===== config.mk =====
export PLATFORM = sky130hd
export DESIGN_NAME = dp_microsequencer
export DESIGN_NICKNAME = d
export VERILOG_FILES = /design/src/rtl/dp_seq_pkg.sv /design/src/rtl/dp_seq_prog_mem.sv /design/src/rtl/dp_microsequencer.sv
export SDC_FILE = /design/constraint.sdc
export NUM_CORES = 1
export LEC_CHECK = 0
export CAP_MARGIN = 20
export CORE_UTILIZATION = 24
export DETAILED_ROUTE_END_ITERATION = 10
export PLACE_DENSITY = 0.43
export RECOVER_POWER = 100
export SLEW_MARGIN = 20
export SYNTH_ARGS = -nofsm -noshare
export SYNTH_HDL_FRONTEND = slang
export SYNTH_SLANG_ARGS = --single-unit

===== constraint.sdc =====
create_clock -name clk_i -period 6 [get_ports clk_i]
set_clock_uncertainty 0.05 [all_clocks]
set_input_delay 1.5 -clock clk_i [delete_from_list [all_inputs] [get_ports clk_i]]
set_output_delay 1.5 -clock clk_i [all_outputs]
set_load 0.02 [all_outputs]

===== src/rtl/dp_seq_pkg.sv =====
// Shared types and field layout for the dp_microsequencer program format.
package dp_seq_pkg;

    localparam int PROG_DEPTH = 16;
    localparam int PC_W       = $clog2(PROG_DEPTH);
    localparam int INSTR_W    = 16 + PC_W;

    localparam int OP_W       = 4;
    localparam int REG_W      = 4;
    localparam int OP_LSB     = INSTR_W - 4;
    localparam int WADDR_LSB  = INSTR_W - 8;
    localparam int RADDR1_LSB = INSTR_W - 12;
    localparam int RADDR2_LSB = INSTR_W - 16;
    localparam int TARGET_LSB = 0;

    typedef enum logic [OP_W-1:0] {
        OP_NOP  = 4'h0,
        OP_ALU  = 4'h1,
        OP_MOVK = 4'h2,
        OP_OUT  = 4'h3,
        OP_BLE  = 4'h4,
        OP_JMP  = 4'h5,
        OP_HALT = 4'hF
    } opcode_e;

    typedef enum logic [1:0] {
        S_IDLE,
        S_FETCH,
        S_EXEC
    } state_e;

    typedef struct packed {
        logic [OP_W-1:0]  op;
        logic [REG_W-1:0] waddr;
        logic [REG_W-1:0] raddr1;
        logic [REG_W-1:0] raddr2;
        logic [PC_W-1:0]  target;
    } decode_t;

    // Unknown opcodes are kept as raw bits so they fall through to NOP behaviour.
    function automatic decode_t decode_instr(input logic [INSTR_W-1:0] word);
        decode_t d;
        d.op     = word[OP_LSB     +: OP_W];
        d.waddr  = word[WADDR_LSB  +: REG_W];
        d.raddr1 = word[RADDR1_LSB +: REG_W];
        d.raddr2 = word[RADDR2_LSB +: REG_W];
        d.target = word[TARGET_LSB +: PC_W];
        return d;
    endfunction

endpackage


===== src/rtl/dp_seq_prog_mem.sv =====
// Program store for the microsequencer: one write port, one synchronous read port.
module dp_seq_prog_mem
    import dp_seq_pkg::*;
(
    input  logic               clk_i,
    input  logic               we_i,
    input  logic [PC_W-1:0]    waddr_i,
    input  logic [INSTR_W-1:0] wdata_i,
    input  logic [PC_W-1:0]    raddr_i,
    output logic [INSTR_W-1:0] rdata_o
);

    logic [INSTR_W-1:0] mem_q [PROG_DEPTH];
    logic [INSTR_W-1:0] rdata_q;

    // Read returns the old word on a same-cycle write to the same address.
    always_ff @(posedge clk_i) begin
        if (we_i) begin
            mem_q[waddr_i] <= wdata_i;
        end
        rdata_q <= mem_q[raddr_i];
    end

    assign rdata_o = rdata_q;

endmodule


===== src/rtl/dp_microsequencer.sv =====
// Programmable controller driving the register-file datapath control bus.
// Optional single-step hold in FETCH is enabled by defining SEQ_SINGLE_STEP_EN.
module dp_microsequencer
    import dp_seq_pkg::*;
(
    input  logic               clk_i,
    input  logic               rst_i,
    input  logic               start_i,
    output logic               busy_o,
    output logic               done_o,
    input  logic               prog_we_i,
    input  logic [PC_W-1:0]    prog_addr_i,
    input  logic [INSTR_W-1:0] prog_data_i,
    input  logic               le_i,
`ifdef SEQ_SINGLE_STEP_EN
    input  logic               step_mode_i,
    input  logic               step_i,
`endif
    output logic               MuxSel_o,
    output logic [3:0]         raddr1_o,
    output logic [3:0]         raddr2_o,
    output logic [3:0]         waddr_o,
    output logic               wEn_o,
    output logic               outBuf_o
);

    state_e             state_q, state_d;
    logic [PC_W-1:0]    pc_q, pc_d;
    logic [INSTR_W-1:0] instr;
    logic               mem_we;
    decode_t            dec;

    // Program loads are only accepted while idle so a running program never changes under us.
    assign mem_we = prog_we_i && (state_q == S_IDLE);

    dp_seq_prog_mem u_prog_mem (
        .clk_i   (clk_i),
        .we_i    (mem_we),
        .waddr_i (prog_addr_i),
        .wdata_i (prog_data_i),
        .raddr_i (pc_q),
        .rdata_o (instr)
    );

    assign dec = decode_instr(instr);

    always_ff @(posedge clk_i) begin
        if (rst_i) begin
            state_q <= S_IDLE;
            pc_q    <= '0;
        end else begin
            state_q <= state_d;
            pc_q    <= pc_d;
        end
    end

    always_comb begin
        state_d  = state_q;
        pc_d     = pc_q;
        busy_o   = (state_q != S_IDLE);
        done_o   = 1'b0;
        MuxSel_o = 1'b0;
        wEn_o    = 1'b0;
        outBuf_o = 1'b0;
        raddr1_o = '0;
        raddr2_o = '0;
        waddr_o  = '0;

        case (state_q)
            S_IDLE: begin
                if (start_i) begin
                    state_d = S_FETCH;
                    pc_d    = '0;
                end
            end

            S_FETCH: begin
`ifdef SEQ_SINGLE_STEP_EN
                if (!step_mode_i || step_i) begin
                    state_d = S_EXEC;
                end
`else
                state_d = S_EXEC;
`endif
            end

            S_EXEC: begin
                waddr_o  = dec.waddr;
                raddr1_o = dec.raddr1;
                raddr2_o = dec.raddr2;
                pc_d     = pc_q + PC_W'(1);
                state_d  = S_FETCH;
                case (dec.op)
                    OP_ALU: begin
                        wEn_o = 1'b1;
                    end
                    OP_MOVK: begin
                        wEn_o    = 1'b1;
                        MuxSel_o = 1'b1;
                    end
                    OP_OUT: begin
                        outBuf_o = 1'b1;
                    end
                    OP_BLE: begin
                        if (le_i) begin
                            pc_d = dec.target;
                        end
                    end
                    OP_JMP: begin
                        pc_d = dec.target;
                    end
                    OP_HALT: begin
                        done_o  = 1'b1;
                        state_d = S_IDLE;
                    end
                    default: begin
                    end
                endcase
            end

            default: begin
                state_d = S_IDLE;
            end
        endcase
    end

endmodule


==> flow_metrics.tcl <==
set metrics [dict create \
    status "finished, violations left" \
    violations "capacitance limit, slew limit" \
    cts_hold_buf 0 \
    cts-resized-gates 0 \
    finalCritPeriodShare 0.7482 \
    dp_cells 1324 \
    path_clk_slew_ps 60 \
    setup_viol 0 \
    cts_max_level 2 \
    die_area_um2 54970 \
    syn_nets 627 \
    area_delta_synth_final_pct 19.53 \
    avgViaCountPerCell 4.381 \
    critPathRequiredTime_ps 4450 \
    synth_area_leaders "edfxtp_1, mux4_2, dfxtp_1" \
    ys_warn_count 0 \
    ir_drop_mv 0.1959 \
    yosys_register_bits 346 \
    p_total_mw 5.155 \
    grt_pass1_vias 6457 \
    cts_tree "yes" \
    cts_setup_buffers 0 \
    p_leak_nw 4.721 \
    die_width_um 234.5 \
    combPwrFrac 0.029 \
    synth-async-reset-ratio 0 \
    syn_area_um2 12970 \
    instances_no_fill 1392 \
    place_congestion 0.6808 \
    io_pins 46 \
    cp_slowest_stage_delay_ps 770 \
    port_buffers 45 \
    internal-power_mw 4.128 \
    seqPwrFrac 0.520 \
    slew-limit-headroom -0.7983 \
    r2r_setup_slack_ps 1980 \
    final-seq-area_um2 10130 \
    clock_path_buffers 3 \
    yosys.area.top_type_share 0.7410 \
    n_antenna_cell 0 \
    path_cells "nor2b_1 -> clkbuf_1 -> and2_1 -> dlygate4sd3_1" \
    synth_edf_count 320 \
    yosys.area.top_type "edfxtp_1" \
    startpoint_type "flop" \
    worst_slack_ps 1511 \
    p_switching_mw 1.027 \
    switching_share 0.1993 \
    layout-drive-gt1-share 0.2088 \
    grt_antenna_before_repair 2 \
    pwr-share-clk 0.452 \
    dp_slack_ps 1931 \
    multi_input_area_um2 2670 \
    postSynthAreaPerCell_um2 21.72 \
    grt_start_max_net_pins 48 \
    stdcell_area_um2 15500 \
    worst_slew_pin_slew_ps 2694 \
    drt_iter0_markers 501 \
    dpl_cell_area_um2 14360 \
    root_buffer "clkbuf_16" \
    antenna_left 0 \
    final-hold-violation-count 0 \
    crit_path_top_delay_cell "clkbuf_1" \
    synth_flop_cell "edfxtp_1" \
    grt-ovfl-total 0 \
    fillers 5191 \
    grt_pass1_wl_mm 45.73 \
    synth_most_common_cell "edfxtp_1" \
    vias 6099 \
    synth_common_cells "edfxtp_1, mux4_2, a22oi_1" \
    setup_tns_ps 0 \
    power_density_nw_per_um2 332.6 \
    clock-sinks 346 \
    slew_violations 230 \
    postSynthCellCount 597 \
    min_path_type "flop to flop" \
    fp-row-count 84 \
    start_util 0.2448 \
    cp_max_fo 12 \
    ys_seq_area_frac 0.7811 \
    period_needed_ps 4489 \
    clkLatencyLatePin_ps 520 \
    rsz0062_at_grt "false" \
    hold_slack_ps 466.5 \
    cts_buffers 38 \
    path_class "flop to output pin" \
    arrival_ps 2940 \
    finalNetCount 706 \
    track_usage 0.1167 \
    dp_hpwl_mm 18.31 \
    crit_path_end_kind "output pin" \
    fin_util 0.2926 \
    first_pass_iters 4 \
    dieHeight_um 234.5 \
    wirelength_mm 31.45 \
    drv_cap 11 \
    core_um2 52970 \
    max_freq_ghz 0.2228 \
    yosysUniqueCellTypes 33 \
    remaining_drc_errors 0 \
    post_drt_wl_per_cell_um 22.60 \
]
-- metal layers --
metal | wire length [um] | up-vias | GRT usage
met5 | 10 | - | 0
met4 | 542 | 2 | 0.02762
met3 | 1256 | 46 | 0.02350
met2 | 15180 | 125 | 0.1902
met1 | 14460 | 3272 | 0.1594
li1 | - | 2654 | -
-- final timing paths --
| kind | startpoint | end | depth (start not counted) |
|---|---|---|---|
| worst max-delay path | state_q[1] | raddr2_o[0] | 4 |
| worst min-delay path | state_q[0] | state_q[1] | 1 |
| worst max register to register | state_q[1] | u_prog_mem.mem_q[10][15] | 4 |
| worst min register to register | state_q[0] | state_q[1] | 1 |
-- critical path, delay by kind of cell (launching register included) --
family / cells / cell delay (ps)
flops: 1 / 410
simple gates: 2 / 540
buf+inv: 2 / 1450
-- power by group through the flow --
stage	registers (mW)	logic [mW]	clock network, mW
finish	2.68	0.148	2.33
global placement	2.73	0.159	0
floorplan	2.72	0.0751	0
CTS	2.68	0.159	2.40
global route	2.68	0.162	2.48
detailed placement	2.73	0.159	0
-- final cells by class --
cell class                      instances  area share
Tap cell                              688     0.05553
Sequential cell                       346      0.6536
Multi-Input combinational cell        219      0.1722
Inverter                                3   0.0007265
Clock buffer                           51     0.07055
Timing Repair Buffer                   68     0.03713
Clock inverter                         17     0.01025
-- cells by family (layout without fill, tap and decap cells) --
family                   Yosys count  after routing  share of synthesized area
buffers and inverters             32            139                    0.01360
AO/OA/AOI/OAI                     49             49                    0.02827
AND/OR/NAND/NOR                   86             86                    0.03492
XOR/XNOR                           1              1                  0.0006755
flip-flops                       346            346                     0.7811
multiplexers                      82             82                     0.1405
adder cells (fa/ha/maj)            1              1                  0.0009646
-- state kept, by name, indices dropped and copies added (netlist names) --
register,flops
u_prog_mem.mem_q,320
u_prog_mem.rdata_o,20
pc_q,4
state_q,2
-- placed cells by master, fill, tap and decap left out, types with 2 or more instances in the layout --
cell	instances
edfxtp_1	320
clkbuf_8	3
bufinv_16	3
dfxtp_1	25
a22oi_1	40
nand4_1	2
or3_1	2
a21oi_1	2
mux4_2	80
nor2_2	3
and2_1	14
nor2_1	15
nor4_1	3
clkbuf_1	23
clkdlybuf4s50_1	5
clkinv_2	3
nor2b_1	5
dlygate4sd3_1	40
nor3_2	3
clkbuf_16	41
nand2b_1	6
clkinv_1	8
nor3_1	2
nand2_1	23
inv_1	3
buf_4	6
o31ai_1	2
mux2i_1	2
nand4b_1	2
a32oi_1	2
nand3b_1	2
nand3_1	2
clkinvlp_4	2
Note: power is estimated with default switching activity, not from simulation.
